--- config.mk ---
export PLATFORM = sky130hd
export DESIGN_NAME = signed_restoring_divider
export DESIGN_NICKNAME = d
export VERILOG_FILES = /design/src/rtl/div_pkg.sv /design/src/rtl/div_step.sv /design/src/rtl/signed_restoring_divider.sv
export SDC_FILE = /design/constraint.sdc
export NUM_CORES = 1
export LEC_CHECK = 0
export ABC_AREA = 1
export CORE_AREA = 2 2 78 80
export CTS_BUF_LIST = sky130_fd_sc_hd__clkbuf_16
export DETAILED_ROUTE_END_ITERATION = 10
export DIE_AREA = 0 0 80 82
export DONT_BUFFER_PORTS = 1
export PLACE_DENSITY_LB_ADDON = 0.25
export SLEW_MARGIN = 10
export SYNTH_ARGS = -nofsm -noshare
export SYNTH_HDL_FRONTEND = slang
export SYNTH_SLANG_ARGS = --single-unit
--- constraint.sdc ---
create_clock -name clk -period 1.7 [get_ports clk]
set_input_delay 0.255 -clock clk [delete_from_list [all_inputs] [get_ports clk]]
set_output_delay 0.255 -clock clk [all_outputs]
set_load 0.02 [all_outputs]
--- src/rtl/div_pkg.sv ---
// Shared FSM encodings for the divider and the matching multiplier wrapper.
package div_pkg;

    typedef enum logic [1:0] {
        S_IDLE = 2'd0,
        S_CALC = 2'd1,
        S_FIX  = 2'd2
    } div_state_e;

endpackage

--- src/rtl/div_step.sv ---
// One restoring iteration: shift in a dividend bit, trial-subtract, keep or restore.
module div_step #(
    parameter int WIDTH = 4
) (
    input  logic [WIDTH-1:0] i_rem,
    input  logic             i_bit,
    input  logic [WIDTH:0]   i_dsr,
    output logic [WIDTH-1:0] o_rem,
    output logic             o_qbit
);

    logic [WIDTH:0]   w_shift;
    logic [WIDTH+1:0] w_diff;

    // The partial remainder stays below |Y| <= 2^(WIDTH-1), so the shifted value fits WIDTH+1 bits.
    assign w_shift = {i_rem, i_bit};
    assign w_diff  = {1'b0, w_shift} - {1'b0, i_dsr};
    assign o_qbit  = ~w_diff[WIDTH+1];
    assign o_rem   = WIDTH'(o_qbit ? w_diff : {1'b0, w_shift});

endmodule

--- src/rtl/signed_restoring_divider.sv ---
// Multi-cycle signed divider: magnitudes divided by restoring steps, signs applied in FIX.
module signed_restoring_divider
    import div_pkg::*;
#(
    parameter int WIDTH = 4
) (
    input  logic             clk,
    input  logic             rst,
    input  logic             start,
    input  logic [WIDTH-1:0] X,
    input  logic [WIDTH-1:0] Y,
    output logic [WIDTH-1:0] Q,
    output logic [WIDTH-1:0] R,
    output logic             busy,
    output logic             valid,
    output logic             dz,
    output logic             ovf,
    output div_state_e       dbg_state
);

    localparam int CW = (WIDTH > 2) ? $clog2(WIDTH) : 1;
    localparam logic [WIDTH-1:0] MIN_VAL = {1'b1, {(WIDTH-1){1'b0}}};

    div_state_e       r_state;
    logic [CW-1:0]    r_cnt;
    logic [WIDTH-1:0] r_x;
    logic [WIDTH-1:0] r_y;
    logic [WIDTH-1:0] r_dvd;
    logic [WIDTH:0]   r_dsr;
    logic [WIDTH-1:0] r_rem;
    logic [WIDTH-1:0] r_quo;
    logic             r_q_neg;
    logic             r_r_neg;
    logic             r_dz_pend;
    logic [WIDTH-1:0] r_q;
    logic [WIDTH-1:0] r_r;
    logic             r_valid;
    logic             r_dz;
    logic             r_ovf;

    logic [WIDTH:0]   w_x_ext;
    logic [WIDTH:0]   w_y_ext;
    logic [WIDTH:0]   w_x_abs;
    logic [WIDTH:0]   w_y_abs;
    logic [WIDTH-1:0] w_step_rem;
    logic             w_step_qbit;

    // WIDTH+1 bits so that |-2^(WIDTH-1)| is representable.
    assign w_x_ext = {X[WIDTH-1], X};
    assign w_y_ext = {Y[WIDTH-1], Y};
    assign w_x_abs = X[WIDTH-1] ? -w_x_ext : w_x_ext;
    assign w_y_abs = Y[WIDTH-1] ? -w_y_ext : w_y_ext;

    div_step #(.WIDTH(WIDTH)) u_step (
        .i_rem  (r_rem),
        .i_bit  (r_dvd[WIDTH-1]),
        .i_dsr  (r_dsr),
        .o_rem  (w_step_rem),
        .o_qbit (w_step_qbit)
    );

    always_ff @(posedge clk or negedge rst) begin
        if (!rst) begin
            r_state   <= S_IDLE;
            r_cnt     <= '0;
            r_x       <= '0;
            r_y       <= '0;
            r_dvd     <= '0;
            r_dsr     <= '0;
            r_rem     <= '0;
            r_quo     <= '0;
            r_q_neg   <= 1'b0;
            r_r_neg   <= 1'b0;
            r_dz_pend <= 1'b0;
            r_q       <= '0;
            r_r       <= '0;
            r_valid   <= 1'b0;
            r_dz      <= 1'b0;
            r_ovf     <= 1'b0;
        end else begin
            case (r_state)
                S_IDLE: begin
                    r_valid <= 1'b0;
                    if (start) begin
                        r_x       <= X;
                        r_y       <= Y;
                        r_dvd     <= WIDTH'(w_x_abs);
                        r_dsr     <= w_y_abs;
                        r_rem     <= '0;
                        r_quo     <= '0;
                        r_cnt     <= '0;
                        r_q_neg   <= X[WIDTH-1] ^ Y[WIDTH-1];
                        r_r_neg   <= X[WIDTH-1];
                        r_dz_pend <= (Y == '0);
                        r_state   <= (Y == '0) ? S_FIX : S_CALC;
                    end
                end
                S_CALC: begin
                    r_rem <= w_step_rem;
                    r_quo <= {r_quo[WIDTH-2:0], w_step_qbit};
                    r_dvd <= {r_dvd[WIDTH-2:0], 1'b0};
                    if (r_cnt == CW'(WIDTH - 1)) begin
                        r_state <= S_FIX;
                    end else begin
                        r_cnt <= r_cnt + 1'b1;
                    end
                end
                S_FIX: begin
                    if (r_dz_pend) begin
                        r_q   <= '1;
                        r_r   <= r_x;
                        r_dz  <= 1'b1;
                        r_ovf <= 1'b0;
                    end else begin
                        // MIN / -1 wraps the magnitude 2^(WIDTH-1) back to MIN naturally.
                        r_q   <= r_q_neg ? -r_quo : r_quo;
                        r_r   <= r_r_neg ? -r_rem : r_rem;
                        r_dz  <= 1'b0;
                        r_ovf <= (r_x == MIN_VAL) && (r_y == '1);
                    end
                    r_valid <= 1'b1;
                    r_state <= S_IDLE;
                end
                default: begin
                    r_state <= S_IDLE;
                end
            endcase
        end
    end

    assign Q         = r_q;
    assign R         = r_r;
    assign valid     = r_valid;
    assign dz        = r_dz;
    assign ovf       = r_ovf;
    assign busy      = (r_state != S_IDLE);
    assign dbg_state = r_state;

endmodule

After elaboration in Yosys (flattened, before gate mapping)
Cells that the tools add are included.
{ "word_totals": {"word_cells": 64, "regBits": 43, "in_bits": 11, "output_inout_bits": 14} }
{ "classes": {"muxes": 22, "eq_ne": 8, "n_reduce_logical": 10, "addsub": 6, "bitwise": 2} }
{ "op_table": {"columns": ["operator", "n"], "rows": [
  ["$mux W4", 8],
  ["$pmux W4 S2", 3],
  ["$neg A4 Y4", 3],
  ["$mux W2", 5],
  ["$eq A4 B4 Y1 const B", 2],
  ["$pmux W2 S2", 2],
  ["$ne A2 B2 Y1 const B", 3],
  ["$reduce_and A2 Y1", 3],
  ["$reduce_bool A2 Y1", 3],
  ["$sub A5 B5 Y6", 1],
  ["$mux W5", 1],
  ["$neg A5 Y5", 1],
  ["$eq A2 B2 Y1 const B", 2],
  ["$logic_not A4 Y1", 1],
  ["$reduce_and A3 Y1", 1],
  ["$add A2 B1 Y2 const B", 1],
  ["$eq A2 B1 Y1 const B", 1],
  ["$logic_not A2 Y1", 1],
  ["$mux W1", 2],
  ["$pmux W1 S2", 1],
  ["$logic_and A1 B1 Y1", 1],
  ["$not A1 Y1", 1],
  ["$xor A1 B1 Y1", 1]
]} }

Longest topological paths before layout
Gate-level depths: netlist of run 1.
{ "depth": {"word_depth": 4, "ltp_mapped": 10, "mapped_depth_nobuf": 10} }

By module
Synthesis of run 1 repeated with hierarchy kept, for this count alone.
{ "unflattened": {"cells_unflattened": 261, "hier_area_um2": 2170.8} }
{ "modules_own_cells": {"columns": ["module", "n_inst", "area_per_inst_um2", "seq_area_each_um2", "cells_each"], "rows": [
  ["signed_restoring_divider", 1, 1906.8, 1026.0, 216],
  ["div_step", 1, 264.0, 0.0, 45]
]} }

Worst setup path after synthesis of run 1
OpenSTA, ideal clock, no wires.
{ "synth_timing": {"path_type": "flip-flop to flip-flop", "start": "register r_dvd[3]", "end": "register r_rem[2]", "setup_slack_ps": 288, "t_required_ps": 1582, "setup_time_ps": 118, "arrival_ps": 1294, "period_less_slack_ps": 1412, "n_path_buf": 0, "path_stages_with_launch": 9, "cell_sequence": "dfrtp_1 inv_1 ha_1 inv_1 fa_1 xnor2_1 nand2_1 nand3_1 nand2_1"} }
{ "synth_via": {"elab_chain_len": 3} }
{ "synth_rtl": {"columns": ["element", "line_no", "source"], "rows": [
  ["start: declaration", "signed_restoring_divider.sv:28", "logic [WIDTH-1:0] r_dvd;"],
  ["start signal: assignment", "signed_restoring_divider.sv:87", "r_dvd <= WIDTH'(w_x_abs);"],
  ["start signal: assignment", "signed_restoring_divider.sv:101", "r_dvd <= {r_dvd[WIDTH-2:0], 1'b0};"],
  ["$sub A5 B5 Y6", "div_step.sv:17", "assign w_diff = {1'b0, w_shift} - {1'b0, i_dsr};"],
  ["$mux W4", "div_step.sv:19", "assign o_rem = WIDTH'(o_qbit ? w_diff : {1'b0, w_shift});"],
  ["$pmux W4 S2", "signed_restoring_divider.sv:81", "case (r_state)"],
  ["end signal: assignment", "signed_restoring_divider.sv:99", "r_rem <= w_step_rem;"],
  ["end: declaration", "signed_restoring_divider.sv:30", "logic [WIDTH-1:0] r_rem;"]
]} }
Every way passes these cells.
A chain may end at the register's enable or synchronous reset.

Final worst setup path of run 1
{ "layout_timing": {"start": "register r_rem[1]", "end": "register r_rem[1]"} }
{ "layout_via": {"elab_chain_len": 3} }
{ "layout_rtl": {"columns": ["element", "line_no"], "rows": [
  ["$sub A5 B5 Y6", "div_step.sv:17"],
  ["$mux W4", "div_step.sv:19"],
  ["$pmux W4 S2", "signed_restoring_divider.sv:81"]
]} }
Every way passes these cells.

==> results of run 1 <==
synthesized netlist by cell type (all sizes together) (2+ instances only):
cell type and instances:
nand3 18, nor2 17, o21ai 24, nand4 3, buf 2, o221ai 3, o22ai 5, dfrtp 41
ha 10, xor2 2, o31ai 2, a22oi 2, a21oi 8, inv 42, nand2 65, nor3 3
worst max path at each step:
stage                      endpoint  slack (ns)  cells past startpoint
2_1_floorplan  r_rem[2]$_DFFE_PN0P_        0.29                      8
3_3_place_gp   r_rem[1]$_DFFE_PN0P_        0.19                      7
3_5_place_dp   r_rem[1]$_DFFE_PN0P_        0.18                      7
4_1_cts        r_rem[1]$_DFFE_PN0P_        0.17                      7
5_1_grt        r_rem[0]$_DFFE_PN0P_        0.02                      8
6_report       r_rem[1]$_DFFE_PN0P_        0.13                      7
registers in the layout, indices dropped and copies added, names as in the netlist:
| name | cells |
|---|---|
| Q | 4 |
| R | 4 |
| dbg_state | 2 |
| dz | 1 |
| ovf | 1 |
| r_cnt | 2 |
| r_dsr | 4 |
| r_dvd | 4 |
| r_dz_pend | 1 |
| r_q_neg | 1 |
| r_quo | 4 |
| r_rem | 4 |
| r_x | 4 |
| r_y | 4 |
| valid | 1 |
per-layer routing:
metal,wire [um],part of all wire,track usage
met2,2010,0.45,0.243
met4,70,0.016,0.0458
met3,181,0.041,0.0396
met1,2180,0.49,0.208
met5,0,0,0
power breakdown:
part | leakage, nW | internal, mW | switching (mW) | total, mW
logic | 0.640 | 0.816 | 1.37 | 2.18
clock network | 0.0655 | 0.524 | 0.345 | 0.869
registers | 0.514 | 1.41 | 0.443 | 1.85
logic make-up (layout without fill, tap and decap cells):
| logic type | count (synthesis) | after routing |
|---|---|---|
| AO/OA/AOI/OAI | 44 | 44 |
| adder cells (fa/ha/maj) | 11 | 11 |
| AND/OR/NAND/NOR | 107 | 107 |
| flip-flops | 41 | 41 |
| XOR/XNOR | 3 | 3 |
| buffers and inverters | 44 | 56 |
cell type report:
class | instances | area (um^2) | share of cell area
Sequential cell | 41 | 1030 | 0.427
Multi-Input combinational cell | 165 | 917 | 0.382
Inverter | 42 | 160 | 0.0667
Clock buffer | 5 | 125 | 0.0521
Tap cell | 75 | 93.8 | 0.0391
Timing Repair Buffer | 8 | 75.1 | 0.0313
Clock inverter | 1 | 5.00 | 0.00208
per-stage QoR:
stage	area [um^2]	power, mW	worst slack (ns)	cells	hold WS (ns)
3_3_place_gp	2240	4.00	0.186	329	-0.0396
4_1_cts	2400	4.95	0.169	337	0.121
6_report	2400	4.90	0.131	337	0.121
2_1_floorplan	2110	3.49	0.288	250	-0.0406
5_1_grt	2400	5.44	0.0247	337	0.133
3_5_place_dp	2240	4.04	0.178	329	-0.0396
==> out/summary.json, run 1 <==
{
  "result_of_the_run": {"value": "finished, final reports clean"},
  "timing.hold.worst_endpoint": {"value": "r_dsr[1]$_DFFE_PN0P_"},
  "post_synth_mux_area_share": {"value": 0},
  "syn-instance-count": {"value": 250},
  "hold_path.startpoint": {"value": "Y[3]"},
  "power.leakage": {"value": 1.22, "unit": "nW"},
  "clock_tree.root_cell": {"value": "clkbuf_16"},
  "drive_gt1_frac": {"value": 0.103},
  "maximum_number_of_pins_on_one_net_before_global_route_repair": {"value": 42},
  "endpoint_kind": {"value": "register"},
  "initial_core_util": {"value": 0.368},
  "timing.reg2reg.worst_path_depth": {"value": 7},
  "n_fill_cell": {"value": 597},
  "cts_htree_levels": {"value": 2},
  "globalplace.congestion": {"value": 0.832},
  "final_standard_cell_utilization_of_the_core": {"value": 0.418},
  "unrepaired_setup_endpoints_after_global_routing": {"value": "false"},
  "post_cts.resized_instances": {"value": 0},
  "max_fo_critical_path": {"value": 5},
  "synth_top_family_by_area": {"value": "simple AND/OR/NAND/NOR gates"},
  "antenna_found_initial": {"value": 0},
  "post_synth_and_or_nand_nor_area_fraction": {"value": 0.231},
  "post_detail_place_hpwl": {"value": 3.29, "unit": "mm"},
  "async_flop_share": {"value": 1.00},
  "fin_worst_skew": {"value": 0.00376, "unit": "ns"},
  "synth_cell_type_count": {"value": 28},
  "grt_pass1_wl": {"value": 7.78, "unit": "mm"},
  "post-synth-top-area-cell": {"value": "dfrtp_1"},
  "io_pins": {"value": 25},
  "post_synth_design_cell_area": {"value": 0.00211, "unit": "mm^2"},
  "crit_path_top_delay_cell": {"value": "dfrtp_1"},
  "syn2layout_area_growth": {"value": 13.7, "unit": "%"},
  "placement.io_buffers": {"value": 0},
  "maxCapViolCount": {"value": 0},
  "worstPathArrival": {"value": 1.73, "unit": "ns"},
  "wirelength": {"value": 4.44, "unit": "mm"},
  "cp_cell_sequence": {"value": "ha_1, a21oi_1, nand2_1, nand2_1, nand3_1, nand3_1, nand2_1"},
  "clock_path_buffers": {"value": 2},
  "regToRegStartpoint": {"value": "r_rem[1]$_DFFE_PN0P_"},
  "critPathBufInv": {"value": 0},
  "num_antenna_cells": {"value": 0},
  "cts_made_buffers": {"value": 5},
  "timing.critical_path.from": {"value": "r_rem[1]$_DFFE_PN0P_"},
  "routed_via_count_divided_by_cell_count": {"value": 4.80},
  "timing_worst_setup_path_type": {"value": "reg -> reg"},
  "min-delay-path-class": {"value": "in -> reg"},
  "grt_pass1_vias": {"value": 1647},
  "ctsHoldBuffers": {"value": 2},
  "worst_path_most_repeated_cell": {"value": "nand2_1"},
  "synth-seq-area-share": {"value": 0.485},
  "routedWlPerCell": {"value": 13.2, "unit": "um"},
  "most-common-layout-cells": {"value": "nand2_1 (63), dfrtp_1 (41), inv_1 (36)"},
  "synth-adder-area-share": {"value": 0.0687},
  "critical_path.top_delay_family": {"value": "simple AND/OR/NAND/NOR gates"},
  "detail-route-antenna-nets": {"value": 0},
  "peakVddDrop": {"value": 0.638, "unit": "mV"},
  "drc": {"value": 0},
  "number_of_flops_mapped_to_enable_cells_by_yosys": {"value": 0},
  "crit_path_start_kind": {"value": "register"},
  "number_of_clock_sinks": {"value": 41},
  "rows": {"value": 28},
  "setup_tns": {"value": 0, "unit": "ns"},
  "synth-xor-area-share": {"value": 0.0124},
  "power-per-cell-area": {"value": 2040, "unit": "mW/mm^2"},
  "reg2reg_to": {"value": "r_rem[1]$_DFFE_PN0P_"},
  "fmax": {"value": 637, "unit": "MHz"},
  "die_wd": {"value": 80, "unit": "um"},
  "dominantRegCellSynth": {"value": "dfrtp_1"},
  "final_min_period_over_clock_period": {"value": 0.923},
  "grt-ovfl-total": {"value": 0},
  "floorplan.die_area": {"value": 0.00656, "unit": "mm^2"},
  "worst-endpoint-required": {"value": 1.86, "unit": "ns"},
  "synth_top_area_share": {"value": 0.485},
  "avgSynthCellArea": {"value": 8.45, "unit": "um^2"},
  "holdPathStages": {"value": 2},
  "worstMarginPinSlew": {"value": 0.282, "unit": "ns"},
  "timing_hold_violations_final": {"value": 0},
  "synth_nets": {"value": 272},
  "die_y": {"value": 82, "unit": "um"},
  "synth.ff_latch_count": {"value": 41},
  "worst_slew_margin_rel": {"value": 0.812},
  "number_of_slew_limit_violations_in_the_final_report": {"value": 0},
  "num-nets-final": {"value": 285},
  "yosysWarningCount": {"value": 0},
  "drt_iter0_markers": {"value": 68},
  "post-cts-setup-buffer-count": {"value": 0},
  "synth_area_leaders": {"value": "dfrtp_1 (49%), nand2_1 (11%), inv_1 (6.4%), ha_1 (5.9%), nand3_1 (4.0%)"},
  "r2r_setup_slack": {"value": 0.13, "unit": "ns"},
  "coreArea": {"value": 0.00575, "unit": "mm^2"},
  "cts_tree": {"value": "done"},
  "globalRouteTotalUtil": {"value": 0.154},
  "synth_compound_area_frac": {"value": 0.121},
  "most_frequent_standard_cell_in_the_layout_excluding_fill_and_tap_cells": {"value": "nand2_1"},
  "clk_pin_slew_worst_paths": {"value": 0.05, "unit": "ns"},
  "vias": {"value": 1618},
  "clk-insertion-delay-late": {"value": 0.28, "unit": "ns"},
  "cpPeakStageDelay": {"value": 0.39, "unit": "ns"},
  "drt_pre_antenna_iters": {"value": 4},
  "min_period": {"value": 1.57, "unit": "ns"},
  "final-setup-viol-count": {"value": 0}
}
Note: power is estimated with default switching activity, not from simulation.
==> run 2, diff against run 1 <==
--- a/config.mk
+++ b/config.mk
@@ -12,6 +12,7 @@
 export DIE_AREA = 0 0 80 82
 export DONT_BUFFER_PORTS = 1
 export PLACE_DENSITY_LB_ADDON = 0.25
+export SETUP_SLACK_MARGIN = 0.2
 export SLEW_MARGIN = 10
 export SYNTH_ARGS = -nofsm -noshare
 export SYNTH_HDL_FRONTEND = slang
==> run 2 against run 1 <==
Net effect: fmax grew 5.1%; clock skew down 0.0011 ns; first-iteration DRC count is 35% higher; register-to-register slack improved by 0.08 ns; non-clock buffer count rose by 3; setup slack improved by 0.076 ns.
==> out/summary.json, run 2 (synthesis gave the netlist of run 1 again) <==
{
  "result_of_the_run": {"value": "finished, final reports clean", "change": "unchanged"},
  "number_of_slew_limit_violations_in_the_final_report": {"value": 0, "change": "unchanged"},
  "most-common-layout-cells": {"value": "nand2_1 (61), dfrtp_1 (40), inv_1 (33)", "change": "was nand2_1 (63), dfrtp_1 (41), inv_1 (36)"},
  "most_frequent_standard_cell_in_the_layout_excluding_fill_and_tap_cells": {"value": "nand2_1", "change": "unchanged"},
  "floorplan.die_area": {"value": 0.00656, "unit": "mm^2", "change": "unchanged"},
  "grt_pass1_wl": {"value": 7.86, "unit": "mm", "change": "was 7.78 mm"},
  "routedWlPerCell": {"value": 13.5, "unit": "um", "change": "was 13.2 um"},
  "cpPeakStageDelay": {"value": 0.56, "unit": "ns", "change": "was 0.39 ns"},
  "vias": {"value": 1641, "change": "was 1,618"},
  "hold_path.startpoint": {"value": "Y[3]", "change": "unchanged"},
  "holdPathStages": {"value": 2, "change": "unchanged"},
  "drt_iter0_markers": {"value": 92, "change": "was 68"},
  "number_of_clock_sinks": {"value": 41, "change": "unchanged"},
  "timing_hold_violations_final": {"value": 0, "change": "unchanged"},
  "timing.reg2reg.worst_path_depth": {"value": 8, "change": "was 7"},
  "num-nets-final": {"value": 288, "change": "was 285"},
  "timing_worst_setup_path_type": {"value": "reg -> reg", "change": "unchanged"},
  "clock_tree.root_cell": {"value": "clkbuf_16", "change": "unchanged"},
  "grt-ovfl-total": {"value": 0, "change": "unchanged"},
  "worstMarginPinSlew": {"value": 0.286, "unit": "ns", "change": "was 0.282 ns"},
  "cts_made_buffers": {"value": 5, "change": "unchanged"},
  "die_wd": {"value": 80, "unit": "um", "change": "unchanged"},
  "timing.critical_path.from": {"value": "r_dvd[3]$_DFFE_PN0P_", "change": "was r_rem[1]$_DFFE_PN0P_"},
  "clk_pin_slew_worst_paths": {"value": 0.05, "unit": "ns", "change": "about the same"},
  "setup_tns": {"value": 0, "unit": "ns", "change": "unchanged"},
  "global_route.usage.met3": {"value": 0.0396, "change": "unchanged"},
  "fin_total_pwr": {"value": 5.21, "unit": "mW", "change": "was 4.90 mW"},
  "maxCapViolCount": {"value": 0, "change": "unchanged"},
  "syn2layout_area_growth": {"value": 18.5, "unit": "%", "change": "was 13.7%"},
  "crit_path_start_kind": {"value": "register", "change": "unchanged"},
  "coreArea": {"value": 0.00575, "unit": "mm^2", "change": "unchanged"},
  "globalRouteTotalUtil": {"value": 0.155, "change": "was 0.154"},
  "detail-route-antenna-nets": {"value": 0, "change": "unchanged"},
  "regToRegStartpoint": {"value": "r_dvd[3]$_DFFE_PN0P_", "change": "was r_rem[1]$_DFFE_PN0P_"},
  "grt.met1_usage": {"value": 0.210, "change": "was 0.208"},
  "drt_pre_antenna_iters": {"value": 4, "change": "unchanged"},
  "endpoint_kind": {"value": "register", "change": "unchanged"},
  "grt_use_met2": {"value": 0.246, "change": "was 0.243"},
  "worstPathArrival": {"value": 1.71, "unit": "ns", "change": "was 1.73 ns"},
  "r2r_setup_slack": {"value": 0.21, "unit": "ns", "change": "was 0.13 ns"},
  "wirelength": {"value": 4.58, "unit": "mm", "change": "was 4.44 mm"},
  "cts_tree": {"value": "done", "change": "unchanged"},
  "num_antenna_cells": {"value": 0, "change": "unchanged"},
  "min-delay-path-class": {"value": "in -> reg", "change": "unchanged"},
  "maximum_number_of_pins_on_one_net_before_global_route_repair": {"value": 42, "change": "unchanged"},
  "gr-max-usage-layer": {"value": "met2", "change": "unchanged"},
  "cp_cell_sequence": {"value": "inv_2, ha_4, inv_4, fa_2, inv_2, nand2_2, nand3_2, nand2_1", "change": "was ha_1, a21oi_1, nand2_1, nand2_1, nand3_1, nand3_1, nand2_1"},
  "min_period": {"value": 1.49, "unit": "ns", "change": "was 1.57 ns"},
  "peakVddDrop": {"value": 0.682, "unit": "mV", "change": "was 0.638 mV"},
  "final_min_period_over_clock_period": {"value": 0.878, "change": "was 0.923"},
  "placement.io_buffers": {"value": 0, "change": "unchanged"},
  "fin_worst_skew": {"value": 0.00262, "unit": "ns", "change": "was 0.00376 ns"},
  "rows": {"value": 28, "change": "unchanged"},
  "worst_path_most_repeated_cell": {"value": "inv_2", "change": "was nand2_1"},
  "power-per-cell-area": {"value": 2080, "unit": "mW/mm^2", "change": "was 2040 mW/mm^2"},
  "max_fo_critical_path": {"value": 3, "change": "was 5"},
  "die_y": {"value": 82, "unit": "um", "change": "unchanged"},
  "fmax": {"value": 670, "unit": "MHz", "change": "was 637 MHz"},
  "io_pins": {"value": 25, "change": "unchanged"},
  "drc": {"value": 0, "change": "unchanged"},
  "final-setup-viol-count": {"value": 0, "change": "unchanged"},
  "crit_path_top_delay_cell": {"value": "fa_2", "change": "was dfrtp_1"},
  "power.leakage": {"value": 1.24, "unit": "nW", "change": "was 1.22 nW"},
  "post_detail_place_hpwl": {"value": 3.29, "unit": "mm", "change": "unchanged"},
  "unrepaired_setup_endpoints_after_global_routing": {"value": "true", "change": "was false"},
  "final_standard_cell_utilization_of_the_core": {"value": 0.436, "change": "was 0.418"},
  "timing.hold.worst_endpoint": {"value": "r_dsr[1]$_DFFE_PN0P_", "change": "unchanged"},
  "grt_pass1_vias": {"value": 1655, "change": "was 1,647"},
  "reg2reg_to": {"value": "r_rem[1]$_DFFE_PN0P_", "change": "unchanged"},
  "initial_core_util": {"value": 0.368, "change": "unchanged"},
  "drive_gt1_frac": {"value": 0.170, "change": "was 0.103"},
  "antenna_found_initial": {"value": 0, "change": "unchanged"},
  "cts_htree_levels": {"value": 2, "change": "unchanged"},
  "fin_worst_hold_slack": {"value": 0.121, "unit": "ns", "change": "about the same"},
  "worst-endpoint-required": {"value": 1.91, "unit": "ns", "change": "was 1.86 ns"},
  "clk-insertion-delay-late": {"value": 0.28, "unit": "ns", "change": "about the same"},
  "worst_slew_margin_rel": {"value": 0.809, "change": "was 0.812"},
  "routed_via_count_divided_by_cell_count": {"value": 4.83, "change": "was 4.80"},
  "clock_path_buffers": {"value": 2, "change": "unchanged"},
  "globalplace.congestion": {"value": 0.832, "change": "unchanged"}
}
run 2: cell types whose count changed in the layout (fill, tap and decap cells not counted), moves of 2 or more:
cell / before / now
ha_1: 10 / 6
ha_4: 0 / 4
buf_4: 6 / 9
inv_1: 36 / 33
a21oi_1: 7 / 5
a21oi_2: 1 / 3
inv_2: 5 / 7
nand2_1: 63 / 61
nand2_2: 0 / 2
nand3_1: 17 / 15
nand3_2: 0 / 2
run 2: routing by layer:
metal / wire (um) / vias up
li1: - / 841
met1: 2270 / 771
met2: 2140 / 27
met3: 128 / 2
met4: 42 / 0
met5: 0 / -
run 2: area by class of cell:
cell class | count | area (um^2)
fill | 582 | 3240
sequential | 41 | 1030
multi-input combinational | 165 | 992
inverter | 42 | 163
clock buffer | 5 | 125
timing repair buffer | 11 | 97.6
tap | 75 | 93.8
clock inverter | 1 | 5.00
run 2: worst max-delay path: cells and delay by family (launching register included):
kind,cells,cell delay [ns]
buffers and inverters,3,0.16
flip-flops,1,0.37
AND/OR/NAND/NOR,3,0.20
adder cells (fa/ha/maj),2,0.71
run 2: report_power, final:
group | switching [mW] | total, mW | internal (mW)
Sequential | 0.459 | 1.87 | 1.41
Clock | 0.348 | 0.872 | 0.524
Combinational | 1.48 | 2.47 | 0.989
run 2: how the worst max path moves through the flow:
stage                                       to  slack (ns)
after floorplan           r_rem[2]$_DFFE_PN0P_        0.29
after global placement    r_rem[1]$_DFFE_PN0P_        0.19
after detailed placement  r_rem[1]$_DFFE_PN0P_        0.18
after CTS                 r_rem[1]$_DFFE_PN0P_        0.21
after global routing      r_rem[1]$_DFFE_PN0P_        0.15
final                     r_rem[1]$_DFFE_PN0P_        0.21
run 2: what timing repair did:
| item | CTS | global route |
|---|---|---|
| hold buffers | 2 | 0 |
| buffers inserted | 1 | 2 |
| endpoints found under the hold margin | 41 | 0 |
| gates cloned | 0 | 0 |
| resized for setup | 3 | 14 |
| endpoints found under the setup margin | 4 | 5 |
| pin swaps | 0 | 5 |
run 2: through the flow:
stage                     worst slack, ns  std cells  instance area (um^2)
after floorplan                     0.288        250                  2110
after global placement              0.186        329                  2240
after detailed placement            0.178        329                  2240
after CTS                           0.206        338                  2430
after global routing                0.154        340                  2500
final                               0.207        340                  2500
